`src/rtl/matrix_wb_pkg.sv`:
```
// Shared definitions for the matrix framebuffer Wishbone fabric.
package matrix_wb_pkg;

   localparam int MATRIX_AW = 3;
   localparam int MATRIX_DW = 32;

   typedef enum logic [1:0] {ARB_IDLE, ARB_OWN, ARB_DRAIN} arb_state_t;

endpackage

```
`src/rtl/matrix_wb_arbiter.sv`:
```
// Two-master pipelined Wishbone arbiter in front of the matrix framebuffer slave.
// Define MATRIX_ARB_RR_EN for round-robin tie breaking; otherwise master 0 wins ties.
module matrix_wb_arbiter
   import matrix_wb_pkg::*;
#(
   parameter int AW      = MATRIX_AW,
   parameter int DW      = MATRIX_DW,
   parameter int MAX_OUT = 4
)(
   input  logic              clk,
   input  logic              reset_n,

   input  logic              i_m0_cyc,
   input  logic              i_m0_stb,
   input  logic              i_m0_we,
   input  logic [AW-1:0]     i_m0_addr,
   input  logic [DW/8-1:0]   i_m0_sel,
   input  logic [DW-1:0]     i_m0_wdata,
   output logic              o_m0_ack,
   output logic              o_m0_stall,
   output logic [DW-1:0]     o_m0_rdata,

   input  logic              i_m1_cyc,
   input  logic              i_m1_stb,
   input  logic              i_m1_we,
   input  logic [AW-1:0]     i_m1_addr,
   input  logic [DW/8-1:0]   i_m1_sel,
   input  logic [DW-1:0]     i_m1_wdata,
   output logic              o_m1_ack,
   output logic              o_m1_stall,
   output logic [DW-1:0]     o_m1_rdata,

   output logic              o_s_cyc,
   output logic              o_s_stb,
   output logic              o_s_we,
   output logic [AW-1:0]     o_s_addr,
   output logic [DW/8-1:0]   o_s_sel,
   output logic [DW-1:0]     o_s_wdata,
   input  logic              i_s_ack,
   input  logic              i_s_stall,
   input  logic [DW-1:0]     i_s_rdata,

   output logic [1:0]        o_grant
);

   localparam int SW = DW / 8;
   localparam int CW = $clog2(MAX_OUT + 1);
   localparam logic [CW-1:0] MAX_CNT = CW'(MAX_OUT);

   arb_state_t      r_state;
   arb_state_t      w_state_next;
   logic            r_own;
   logic            r_last;
   logic [CW-1:0]   r_cnt;
   logic [CW-1:0]   w_cnt_next;
   logic            w_own_cyc;
   logic            w_own_stb;
   logic            w_pick;
   logic            w_cnt_full;
   logic            w_inc;
   logic            w_dec;
   logic            w_any_req;

   assign w_any_req  = i_m0_cyc | i_m1_cyc;
   assign w_own_cyc  = r_own ? i_m1_cyc : i_m0_cyc;
   assign w_own_stb  = r_own ? i_m1_stb : i_m0_stb;
   assign w_cnt_full = (r_cnt == MAX_CNT);

`ifdef MATRIX_ARB_RR_EN
   assign w_pick = (i_m0_cyc & i_m1_cyc) ? ~r_last : i_m1_cyc;
`else
   assign w_pick = ~i_m0_cyc;
`endif

   // Acks arriving with nothing outstanding are dropped so the counter never wraps.
   assign w_inc = o_s_stb & ~i_s_stall;
   assign w_dec = i_s_ack & (r_cnt != '0);

   always_comb begin
      w_cnt_next = r_cnt;
      case ({w_inc, w_dec})
         2'b10:   w_cnt_next = r_cnt + 1'b1;
         2'b01:   w_cnt_next = r_cnt - 1'b1;
         default: w_cnt_next = r_cnt;
      endcase
   end

   always_ff @(posedge clk or negedge reset_n) begin
      if (!reset_n) begin
         r_state <= ARB_IDLE;
      end else begin
         r_state <= w_state_next;
      end
   end

   always_comb begin
      w_state_next = r_state;
      case (r_state)
         ARB_IDLE: begin
            if (w_any_req) w_state_next = ARB_OWN;
         end
         ARB_OWN: begin
            if (!w_own_cyc) w_state_next = (r_cnt == '0) ? ARB_IDLE : ARB_DRAIN;
         end
         ARB_DRAIN: begin
            if (w_cnt_next == '0) w_state_next = ARB_IDLE;
         end
         default: w_state_next = ARB_IDLE;
      endcase
   end

   always_ff @(posedge clk or negedge reset_n) begin
      if (!reset_n) begin
         r_own  <= 1'b0;
         r_last <= 1'b1;
         r_cnt  <= '0;
      end else begin
         if (r_state == ARB_IDLE && w_any_req) begin
            r_own  <= w_pick;
            r_last <= w_pick;
         end
         r_cnt <= w_cnt_next;
      end
   end

   assign o_m0_rdata = i_s_rdata;
   assign o_m1_rdata = i_s_rdata;

   // Payload reaches the slave only while a master owns the bus; otherwise it is held at zero.
   always_comb begin
      o_s_cyc    = 1'b0;
      o_s_stb    = 1'b0;
      o_s_we     = 1'b0;
      o_s_addr   = '0;
      o_s_sel    = '0;
      o_s_wdata  = '0;
      o_m0_stall = 1'b1;
      o_m1_stall = 1'b1;
      o_m0_ack   = 1'b0;
      o_m1_ack   = 1'b0;
      o_grant    = 2'b00;
      case (r_state)
         ARB_OWN: begin
            o_s_cyc = 1'b1;
            o_s_stb = w_own_stb & ~w_cnt_full;
            o_grant = r_own ? 2'b10 : 2'b01;
            if (r_own) begin
               o_s_we     = i_m1_we;
               o_s_addr   = i_m1_addr;
               o_s_sel    = i_m1_sel;
               o_s_wdata  = i_m1_wdata;
               o_m1_stall = i_s_stall | w_cnt_full;
            end else begin
               o_s_we     = i_m0_we;
               o_s_addr   = i_m0_addr;
               o_s_sel    = i_m0_sel;
               o_s_wdata  = i_m0_wdata;
               o_m0_stall = i_s_stall | w_cnt_full;
            end
         end
         ARB_DRAIN: begin
            o_s_cyc = 1'b1;
            o_grant = r_own ? 2'b10 : 2'b01;
         end
         default: begin
            o_s_cyc = 1'b0;
         end
      endcase
      if (r_state != ARB_IDLE) begin
         o_m0_ack = i_s_ack & ~r_own;
         o_m1_ack = i_s_ack &  r_own;
      end
   end

   logic [SW-1:0] w_unused_sw;
   assign w_unused_sw = '0;

endmodule
```
`config.mk`:
```
export PLATFORM = sky130hd
export DESIGN_NAME = matrix_wb_arbiter
export DESIGN_NICKNAME = d
export VERILOG_FILES = /design/src/rtl/matrix_wb_pkg.sv /design/src/rtl/matrix_wb_arbiter.sv
export SDC_FILE = /design/constraint.sdc
export NUM_CORES = 1
export LEC_CHECK = 0
export ABC_AREA = 1
export CAP_MARGIN = 10
export CORE_ASPECT_RATIO = 2
export CORE_MARGIN = 10
export CORE_UTILIZATION = 24
export DETAILED_ROUTE_END_ITERATION = 8
export MAX_ROUTING_LAYER = met4
export PLACE_DENSITY = 0.87
export SETUP_SLACK_MARGIN = 0.1
export SYNTH_ARGS = -nofsm -noshare
export SYNTH_HDL_FRONTEND = slang
export SYNTH_SLANG_ARGS = --single-unit
export TNS_END_PERCENT = 20
```
`constraint.sdc`:
```
create_clock -name clk -period 4.6 [get_ports clk]
set_input_delay 0.69 -clock clk [delete_from_list [all_inputs] [get_ports clk]]
set_output_delay 0.69 -clock clk [all_outputs]
set_load 0.05 [all_outputs]
```
---- Yosys cells after proc, flatten, opt, wreduce, memory -nomap -nowiden ----
Index checks and enable logic that the tools add are counted.
cells by class
  $add $sub $neg .......................... 2
  equality and inequality tests ........... 8
  multiplexer cells ....................... 26
  bitwise operators ....................... 11
  reductions and logical operators ........ 8
operators by type and width
  cell                   count
  $mux W32               2
  $mux W1                12
  $mux W2                6
  $mux W4                2
  $logic_not A3 Y1       2
  $mux W3                2
  $ne A2 B2 Y1 const B   3
  $pmux W2 S3            1
  $pmux W3 S2            1
  $and A1 B1 Y1          5
  $eq A2 B1 Y1 const B   2
  $eq A2 B2 Y1 const B   2
  $not A1 Y1             4
  $add A3 B1 Y3 const B  1
  $eq A3 B3 Y1 const B   1
  $reduce_and A3 Y1      1
  $reduce_bool A3 Y1     1
  $sub A3 B1 Y3 const B  1
  $logic_not A2 Y1       1
  $or A1 B1 Y1           2
  $reduce_bool A2 Y1     1
  $reduce_or A2 Y1       1
  $logic_and A1 B1 Y1    1
storage, ports and cells
  flip-flop bits (word level) ............. 6
  input bits .............................. 120
  output and inout port bits .............. 112
  logic and storage cells ................. 58

---- Longest topological paths before layout ----
Gate-level depths: netlist of run 1.
  depth after elaboration ................. 10
  gate-level depth with buffers ........... 19
  depth with buffers taken out ............ 19

---- Least setup slack after synthesis of run 1 ----
OpenSTA, ideal clock, no wires.
  path type ............................... input to output
  start ................................... in i_s_ack
  end ..................................... out o_m0_ack
  arrival time ............................ 1.776 ns
  required time ........................... 3.910 ns
  path slack .............................. 2.134 ns
  stages on the path ...................... 2
  buffers on the path ..................... 0
  cells stage by stage .................... inv_1 -> nor3_1
on the way
  cells in the longest elaborated chain, start to end .. 2
RTL lines
  what                RTL line                  source
  start: declaration  matrix_wb_arbiter.sv:39   input logic i_s_ack,
  $and A1 B1 Y1       matrix_wb_arbiter.sv:170  o_m0_ack = i_s_ack & ~r_own;
  $mux W1             matrix_wb_arbiter.sv:169  if (r_state != ARB_IDLE) begin
  end: declaration    matrix_wb_arbiter.sv:19   output logic o_m0_ack,
No other way between the ends.

---- Worst setup path after layout of run 1 ----
  start ................................... reg r_state[1]
  end ..................................... out o_s_wdata[24]
on the way
  cells in the longest elaborated chain, start to end .. 2
RTL lines
  what                      RTL line                  source
  start: declaration        matrix_wb_arbiter.sv:50   arb_state_t r_state;
  start signal: assignment  matrix_wb_arbiter.sv:92   r_state <= w_state_next;
  $eq A2 B1 Y1              matrix_wb_arbiter.sv:142  case (r_state)
  $mux W32                  matrix_wb_arbiter.sv:142
  end: declaration          matrix_wb_arbiter.sv:38   output logic [DW-1:0] o_s_wdata,
No other way between the ends.

==> impl_metrics.env, run 1 <==
export IMPL_grt_pass1_vias=1605
export IMPL_cts_tree="built"
export IMPL_viasPerCell=4.66
export IMPL_run_status="finished, final reports clean"
export IMPL_postLayoutCellArea_sq_um=2360
export IMPL_period_minus_slack_ns=3.41
export IMPL_p_leak_uw=0.000997
export IMPL_fin_skew_ns=0.00358
export IMPL_cp_end_kind="output port"
export IMPL_final_common_cell="clkdlybuf4s50_1"
export IMPL_start_util_pct=24.7
export IMPL_drt_iter0_drc=72
export IMPL_ioPinCount=232
export IMPL_drive_gt1_share_pct=5.60
export IMPL_clockRootBuffer="clkbuf_16"
export IMPL_globalplace_congestion=0.747
export IMPL_p_sw_uw=1100
export IMPL_min_path_type="reg2reg"
export IMPL_maxSlewHeadroom_pct=53.6
export IMPL_setup_viol=0
export IMPL_dr_pass1_iters=4
export IMPL_ys_seq_area_share_pct=10.7
export IMPL_ant_nets=0
export IMPL_avgSynthCellArea_sq_um=7.66
export IMPL_clk_latency_ns=0.23
export IMPL_num_vias=1449
export IMPL_crit_chain="inv_1 -> ha_1 -> nand2_1 -> inv_2 -> a22o_1 -> clkdlybuf4s50_1"
export IMPL_drt_wl_total_mm=7.12
export IMPL_synth_nets=309
export IMPL_ys_ff_latch=6
export IMPL_die_height_um=128
export IMPL_yosysUniqueCellTypes=20
export IMPL_num_antenna_cells=0
export IMPL_drv_cap=0
export IMPL_whs_ns=0.501
export IMPL_setup_tns_final_ns=0
export IMPL_place_area_sq_um=2280
export IMPL_syn_area_sq_um=1410
export IMPL_syn2layout_area_growth_pct=67.2
export IMPL_syn_inst=184
export IMPL_cts_sinks=6
export IMPL_overflow=0
export IMPL_cellPowerDensity_nw_per_um2=779
export IMPL_numPortBuffers=135
export IMPL_crit_fanout=42
export IMPL_power_uw=1840
export IMPL_final_cell_mix="clkdlybuf4s50_1, a22o_1, inv_1"
export IMPL_drc=0
export IMPL_post_cts_buffers=0
export IMPL_yosysWarnings=0
export IMPL_grt_usage_pct=14.1
export IMPL_postCtsHoldBufs=0
export IMPL_hpwl_mm=5.96
export IMPL_worst_slack_ns=1.19
export IMPL_antenna_found_initial=0
export IMPL_cts_buffers=3
export IMPL_cts_max_level=1
export IMPL_cp_required_ns=3.91
export IMPL_cp_top_family="buffers and inverters"
export IMPL_grt_pass1_wl_mm=9.71
export IMPL_rsz0062_at_grt="false"
export IMPL_fp_dieW_um=74.2
export IMPL_clk_pin_slew_ns=0.04
export IMPL_worst_path_max_delay_cell="clkdlybuf4s50_1"
export IMPL_pre_cts_ws_ns=1.35
export IMPL_swShare_pct=60.1
export IMPL_combPwrFrac_pct=86.6
export IMPL_rows=39
export IMPL_clkPwrFrac_pct=7.9
export IMPL_report_final_slew_viol_count=0
export IMPL_path_class="reg2out"
export IMPL_finalNetCount=377
export IMPL_hold_viol=0
export IMPL_p_int_uw=733
export IMPL_die_area_sq_um=9520
export IMPL_cp_start_kind="flip-flop"
export IMPL_max_stage_delay_ns=0.85
export IMPL_critPathArrivalTime_ns=2.72
export IMPL_clock_path_buffers=2
export IMPL_power_frac_seq_pct=5.5
export IMPL_vdd_ir_drop_max_v=0.000659
export IMPL_period_share_pct=74.2
export IMPL_cts_resized=0
export IMPL_path_buf_inv=3
export IMPL_coreArea_sq_um=5710
export IMPL_tightest_slew_ns=0.695
export IMPL_wl_per_cell_um=22.9
export IMPL_grt_max_degree=43
export IMPL_max_freq_mhz=293
synth_stat cells:
cell	number	area share (%)
nor3_1	4	1.4
buf_4	68	36
nand3_1	4	1.4
a31oi_1	2	0.89
nand2_2	5	2.2
a22o_1	40	25
o22ai_2	1	0.89
inv_2	4	1.1
ha_1	4	3.6
inv_1	16	4.3
o21ai_0	2	0.71
nor2_4	1	0.80
dfrtp_1	6	11
nor2_1	4	1.1
buf_6	4	3.2
o21ai_1	1	0.35
a22oi_1	1	0.53
fa_1	1	1.4
nand2_1	15	4.0
nand4_1	1	0.44
sequential cells by signal (all words and copies together) (netlist names):
name,flops
r_cnt,3
r_state,2
r_own,1
layout make-up:
type / instances / area (sq um)
Sequential cell: 6 / 150
Fill cell: 577 / 3350
Tap cell: 61 / 76.3
Timing Repair Buffer: 135 / 1350
Inverter: 20 / 75.1
Multi-Input combinational cell: 86 / 628
Clock buffer: 3 / 75.1
stage by stage:
| step | util, % | cells |
|---|---|---|
| 2_1_floorplan | - | 184 |
| 3_3_place_gp | 40.0 | 308 |
| 3_5_place_dp | 40.0 | 308 |
| 4_1_cts | 41.3 | 311 |
| 5_1_grt | 41.3 | 311 |
| 6_report | 41.3 | 311 |
worst paths after layout:
kind                            slack [ns]                   start                      to  depth (start not counted)
worst min register to register        0.50      r_cnt[2]$_DFF_PN0_      r_cnt[2]$_DFF_PN0_                          2
worst max-delay path                  1.19  r_state[1]$_DFFE_PN0P_           o_s_wdata[24]                          6
worst max register to register        1.52  r_state[1]$_DFFE_PN0P_  r_state[1]$_DFFE_PN0P_                         16
max in group asynchronous             3.65                 reset_n       r_own$_DFFE_PN0P_                          1
worst min-delay path                  0.50      r_cnt[2]$_DFF_PN0_      r_cnt[2]$_DFF_PN0_                          2
min in group asynchronous             0.71                 reset_n      r_cnt[0]$_DFF_PN0_                          1
power by group through the flow:
stage	registers [uW]	logic [uW]	clock network, uW
floorplan	97.0	1260	0
global placement	101	1590	0
detailed placement	103	1600	0
CTS	102	1610	146
global route	106	1690	147
finish	102	1590	144
logic make-up (layout without fill, tap and decap cells):
family                     Yosys count  count (layout)  synth area share (%)
buffers and inverters               92             158                  44.8
AOI/OAI and AO/OA                   47              47                  28.2
and+or+nand+nor                     34              34                  11.4
DFF                                  6               6                  10.7
adders and majority gates            5               5                  4.97
worst min-delay path, delay by kind of cell (launching register included):
family	cells	cell delay [ns]
and+or+nand+nor	2	0.12
DFF	1	0.34
routing by layer:
metal / part of all wire (%) / vias to the layer above / global-route usage (%)
li1: - / 697 / -
met5: 0 / - / -
met2: 42 / 119 / 20.0
met4: 5.0 / 0 / 10.1
met1: 30 / 588 / 11.6
met3: 23 / 45 / 12.2
Note: power is estimated with default switching activity, not from simulation.
==> inputs of run 2 (changes only) <==
--- a/config.mk
+++ b/config.mk
@@ -9,10 +9,10 @@
 export CAP_MARGIN = 10
 export CORE_ASPECT_RATIO = 2
 export CORE_MARGIN = 10
-export CORE_UTILIZATION = 24
+export CORE_UTILIZATION = 22
 export DETAILED_ROUTE_END_ITERATION = 8
 export MAX_ROUTING_LAYER = met4
-export PLACE_DENSITY = 0.87
+export PLACE_DENSITY = 0.81
 export SETUP_SLACK_MARGIN = 0.1
 export SYNTH_ARGS = -nofsm -noshare
 export SYNTH_HDL_FRONTEND = slang
==> constraint.sdc (replaced) <==
create_clock -name clk -period 3.2 [get_ports clk]
set_input_delay 0.48 -clock clk [delete_from_list [all_inputs] [get_ports clk]]
set_output_delay 0.48 -clock clk [all_outputs]
set_load 0.05 [all_outputs]
==> run 2 against run 1 <==
Critical path depth rose by 1. Combinational power grew 43%. Sequential power increased by 44%.
==> impl_metrics.env, run 2 (synthesis results as in run 1) <==
export IMPL_coreArea_sq_um=6260
export IMPL_regMostFlops="r_cnt"
export IMPL_vdd_ir_drop_max_v=0.000678
export IMPL_cp_top_family="buffers and inverters"
export IMPL_critPathArrivalTime_ns=2.49
export IMPL_worst_path_max_delay_cell="clkdlybuf4s50_1"
export IMPL_pre_cts_ws_ns=0.276
export IMPL_cp_required_ns=2.72
export IMPL_grt_pass1_wl_mm=8.84
export IMPL_crit_start="r_state[1]$_DFFE_PN0P_"
export IMPL_hpwl_mm=4.98
export IMPL_fin_skew_ns=0.00165
export IMPL_worst_slack_ns=0.225
export IMPL_wl_per_cell_um=17.3
export IMPL_globalplace_congestion=0.734
export IMPL_fin_cells=338
export IMPL_num_antenna_cells=0
export IMPL_post_cts_buffers=0
export IMPL_n_fill_cell=642
export IMPL_tightest_slew_ns=0.530
export IMPL_die_area_sq_um=10200
export IMPL_path_class="reg2out"
export IMPL_hold_viol=0
export IMPL_rsz0062_at_grt="true"
export IMPL_die_height_um=133
export IMPL_clk_pin_slew_ns=0.03
export IMPL_setup_viol=0
export IMPL_clock_path_buffers=2
export IMPL_cellPowerDensity_nw_per_um2=1080
export IMPL_max_stage_delay_ns=0.80
export IMPL_grt_max_degree=24
export IMPL_grt_usage_pct=11.0
export IMPL_p_leak_uw=0.00106
export IMPL_drt_iter0_drc=44
export IMPL_crit_fanout=23
export IMPL_period_minus_slack_ns=2.97
export IMPL_cts_sinks=6
export IMPL_start_util_pct=22.5
export IMPL_hold_start="r_cnt[2]$_DFF_PN0_"
export IMPL_crit_chain="inv_1 -> ha_1 -> nand2_2 -> inv_2 -> buf_12 -> a22o_1 -> clkdlybuf4s50_1"
export IMPL_overflow=0
export IMPL_numPortBuffers=135
export IMPL_postLayoutCellArea_sq_um=2430
export IMPL_ioPinCount=232
export IMPL_report_final_slew_viol_count=0
export IMPL_drt_wl_total_mm=5.85
export IMPL_ant_nets=0
export IMPL_num_vias=1480
export IMPL_viasPerCell=4.38
export IMPL_cp_start_kind="flip-flop"
export IMPL_multi_input_area_sq_um=628
export IMPL_cts_tree="built"
export IMPL_grt_pass1_vias=1648
export IMPL_final_cell_mix="clkdlybuf4s50_1, a22o_1, inv_1"
export IMPL_place_area_sq_um=2350
export IMPL_maxSlewHeadroom_pct=64.6
export IMPL_final_common_cell="clkdlybuf4s50_1"
export IMPL_rows=41
export IMPL_cts_max_level=1
export IMPL_clk_latency_ns=0.23
export IMPL_setup_tns_final_ns=0
export IMPL_utilization_pct=38.9
export IMPL_finalNetCount=379
export IMPL_rr_startpoint="r_state[1]$_DFFE_PN0P_"
export IMPL_syn2layout_area_growth_pct=72.6
export IMPL_path_buf_inv=4
export IMPL_antenna_found_initial=0
export IMPL_max_freq_mhz=336
export IMPL_clockRootBuffer="clkbuf_16"
export IMPL_largest_reg_flops=3
export IMPL_drv_cap=0
export IMPL_drive_gt1_share_pct=7.14
export IMPL_place_inst=335
export IMPL_seqCellArea_sq_um=150
export IMPL_top_regs="r_cnt x3, r_state x2, r_own x1"
export IMPL_dr_pass1_iters=6
export IMPL_run_status="finished, final reports clean"
export IMPL_period_share_pct=93.0
export IMPL_min_path_type="reg2reg"
export IMPL_cp_end_kind="output port"
export IMPL_cts_buffers=3
export IMPL_drc=0
export IMPL_fp_dieW_um=76.6
[run 2: report_power, final]
part | leakage, uW | total (uW) | internal (uW) | switching (uW)
sequential | 0.0000737 | 147 | 115 | 31.1
clock | 0.0000370 | 203 | 160 | 42.5
combinational | 0.000954 | 2270 | 811 | 1460
total | 0.00106 | 2620 | 1090 | 1540
[run 2: area by class of cell]
class | count | share of cell area, %
timing repair buffer | 137 | 57.3
tap | 86 | 4.42
clock buffer | 3 | 3.09
inverter | 20 | 3.19
multi-input combinational | 86 | 25.8
sequential | 6 | 6.17
[run 2: worst paths after layout]
check	to	slack [ns]	cells after the start
setup / recovery	o_s_wdata[27]	0.23	7
hold / removal	r_cnt[2]$_DFF_PN0_	0.49	2
setup reg to reg	r_state[1]$_DFFE_PN0P_	0.38	16
hold reg to reg	r_cnt[2]$_DFF_PN0_	0.49	2
max in group asynchronous	r_state[0]$_DFFE_PN0P_	2.48	1
min in group asynchronous	r_cnt[1]$_DFF_PN0_	0.50	1
[run 2: per-stage QoR]
step / hold slack (ns) / total power, uW
6_report: 0.492 / 2620
5_1_grt: 0.507 / 2770
4_1_cts: 0.497 / 2650
3_5_place_dp: 0.490 / 2440
3_3_place_gp: 0.486 / 2420
2_1_floorplan: 0.184 / 1950
[run 2: what timing repair did]
| action | CTS | global route |
|---|---|---|
| endpoints found under the setup margin | 0 | 21 |
| hold buffers | 0 | 0 |
| resized for setup | 0 | 5 |
[run 2: worst min-delay path, stage by stage (launching register included)]
cell	delay [ns]
dfrtp_1	0.33
nand2_1	0.07
nand2_1	0.06
[run 2: routing by layer]
metal,wire length (um),up-vias,track usage (%),part of all wire (%)
li1,-,705,-,-
met1,2000,629,9.76,34
met2,2880,101,18.8,49
met3,573,45,3.50,9.8
met4,401,0,8.73,6.9
met5,0,-,-,0
==> inputs of run 3 (changes only) <==
--- a/config.mk
+++ b/config.mk
@@ -10,10 +10,12 @@
 export CORE_ASPECT_RATIO = 2
 export CORE_MARGIN = 10
 export CORE_UTILIZATION = 22
+export CTS_CLUSTER_DIAMETER = 200
 export DETAILED_ROUTE_END_ITERATION = 8
 export MAX_ROUTING_LAYER = met4
 export PLACE_DENSITY = 0.81
-export SETUP_SLACK_MARGIN = 0.1
+export SETUP_SLACK_MARGIN = 0.2
+export SLEW_MARGIN = 20
 export SYNTH_ARGS = -nofsm -noshare
 export SYNTH_HDL_FRONTEND = slang
 export SYNTH_SLANG_ARGS = --single-unit
==> run 3 against run 2 <==
Total power shrank 0.30%. Sequential cell count stayed put. Maximum frequency rose by 2.8%. Critical path depth unchanged. Design area is essentially flat. Via count is 0.47% higher. Worst setup slack improved by 0.080 ns. Global-route usage is the same. Sequential share of layout area about the same. Critical path type unchanged. Largest cell class unchanged.
==> impl_metrics.env, run 3 (synthesis results as in run 1) <==
export IMPL_critPathArrivalTime_ns=2.41
export IMPL_hold_start="r_cnt[2]$_DFF_PN0_"
export IMPL_setup_viol=0
export IMPL_clock_path_buffers=2
export IMPL_postCtsHoldBufs=0
export IMPL_maxSlewHeadroom_pct=64.6
export IMPL_rsz0062_at_grt="true"
export IMPL_syn2layout_area_growth_pct=72.6
export IMPL_drt_wl_total_mm=5.86
export IMPL_path_class="reg2out"
export IMPL_cp_start_kind="flip-flop"
export IMPL_final_cell_mix="clkdlybuf4s50_1, a22o_1, inv_1"
export IMPL_regMostFlops="r_cnt"
export IMPL_antenna_found_initial=0
export IMPL_final_common_cell="clkdlybuf4s50_1"
export IMPL_p_leak_uw=0.00108
export IMPL_num_vias=1487
export IMPL_grt_pass1_vias=1648
export IMPL_vdd_ir_drop_max_v=0.000677
export IMPL_tightest_slew_ns=0.530
export IMPL_drv_cap=0
export IMPL_run_status="finished, final reports clean"
export IMPL_grt_pass1_wl_mm=8.84
export IMPL_cts_buffers=3
export IMPL_period_minus_slack_ns=2.89
export IMPL_clk_latency_ns=0.23
export IMPL_rows=41
export IMPL_cts_max_level=1
export IMPL_die_height_um=133
export IMPL_holdPathEnd="r_cnt[2]$_DFF_PN0_"
export IMPL_crit_fanout=23
export IMPL_fp_dieW_um=76.6
export IMPL_dr_pass1_iters=6
export IMPL_overflow=0
export IMPL_wl_per_cell_um=17.3
export IMPL_hold_viol=0
export IMPL_post_cts_buffers=0
export IMPL_finalNetCount=379
export IMPL_drc=0
export IMPL_n_fill_cell=639
export IMPL_cp_required_ns=2.72
export IMPL_pre_cts_ws_ns=0.276
export IMPL_report_final_slew_viol_count=0
export IMPL_cp_end_kind="output port"
export IMPL_min_path_type="reg2reg"
export IMPL_place_area_sq_um=2350
export IMPL_max_freq_mhz=345
export IMPL_fin_skew_ns=0.00178
export IMPL_drt_iter0_drc=37
export IMPL_clk_pin_slew_ns=0.03
export IMPL_ioPinCount=232
export IMPL_globalplace_congestion=0.734
export IMPL_largest_reg_flops=3
export IMPL_hpwl_mm=4.98
export IMPL_period_share_pct=90.5
export IMPL_numPortBuffers=135
export IMPL_clockRootBuffer="clkbuf_16"
export IMPL_top_regs="r_cnt x3, r_state x2, r_own x1"
export IMPL_drive_gt1_share_pct=7.14
export IMPL_grt_usage_pct=11.0
export IMPL_num_antenna_cells=0
export IMPL_worst_slack_ns=0.305
export IMPL_rr_worst_depth=16
export IMPL_ant_nets=0
export IMPL_min_path_cells=2
export IMPL_cellPowerDensity_nw_per_um2=1080
export IMPL_die_area_sq_um=10200
export IMPL_rr_startpoint="r_state[1]$_DFFE_PN0P_"
export IMPL_setup_tns_final_ns=0
export IMPL_cts_tree="built"
export IMPL_grt_max_degree=24
export IMPL_cts_sinks=6
export IMPL_reg2reg_slack_ns=0.44
export IMPL_start_util_pct=22.5
export IMPL_coreArea_sq_um=6260
export IMPL_postLayoutCellArea_sq_um=2430
export IMPL_viasPerCell=4.40
export IMPL_r2r_end="r_state[1]$_DFFE_PN0P_"
[run 3: changes by cell type in the layout (fill, tap and decap cells not counted), sizes merged]
cell | previous run | this run
clkdlybuf4s50 | 130 | 127
dlygate4sd2 | 0 | 3
[run 3: what timing repair did]
action | CTS | global route
hold endpoints to repair | 0 | 0
resized for setup | 3 | 7
pin swaps | 0 | 0
endpoints found under the setup margin | 19 | 38
[run 3: worst max path at each step]
stage / start / endpoint / slack, ns
final: r_state[1]$_DFFE_PN0P_ / o_s_wdata[31] / 0.31
after floorplan: r_state[1]$_DFFE_PN0P_ / r_state[0]$_DFFE_PN0P_ / 0.87
after global placement: r_state[1]$_DFFE_PN0P_ / r_state[1]$_DFFE_PN0P_ / 0.37
after detailed placement: r_state[1]$_DFFE_PN0P_ / r_state[1]$_DFFE_PN0P_ / 0.28
after CTS: r_state[1]$_DFFE_PN0P_ / o_s_wdata[18] / 0.16
after global routing: r_state[1]$_DFFE_PN0P_ / o_s_sel[2] / 0.16
[run 3: layout make-up]
| class | instances | area [sq um] | share of cell area (%) |
|---|---|---|---|
| clock buffer | 3 | 75.1 | 3.09 |
| inverter | 20 | 80.1 | 3.29 |
| multi-input combinational | 86 | 628 | 25.8 |
| sequential | 6 | 150 | 6.18 |
| tap | 86 | 108 | 4.43 |
| timing repair buffer | 137 | 1390 | 57.2 |
[run 3: stage by stage]
stage	hold slack, ns	instances	power, uW	utilization [%]
after floorplan	0.184	184	1950	-
after global placement	0.486	335	2420	37.5
after detailed placement	0.490	335	2440	37.5
after CTS	0.497	338	2640	38.6
after global routing	0.507	338	2760	38.8
final	0.491	338	2620	38.8
[run 3: report_power, final]
part / switching [uW] / internal [uW]
combinational: 1460 / 802
sequential: 31.2 / 115
clock: 42.9 / 160
[run 3: worst max-delay path, stage by stage, from the launching register on]
cell and delay, ns:
dfrtp_1 0.39, inv_1 0.09, ha_1 0.20, nand2_1 0.13
inv_4 0.24, buf_12 0.19, a22o_1 0.13, clkdlybuf4s50_1 0.81
[run 3: metal layers]
metal / GRT usage, % / up-vias / part of all wire (%)
met2: 18.8 / 100 / 49
met3: 3.50 / 44 / 9.9
met5: - / - / 0
li1: - / 705 / -
met4: 8.73 / 0 / 6.6
met1: 9.76 / 638 / 34
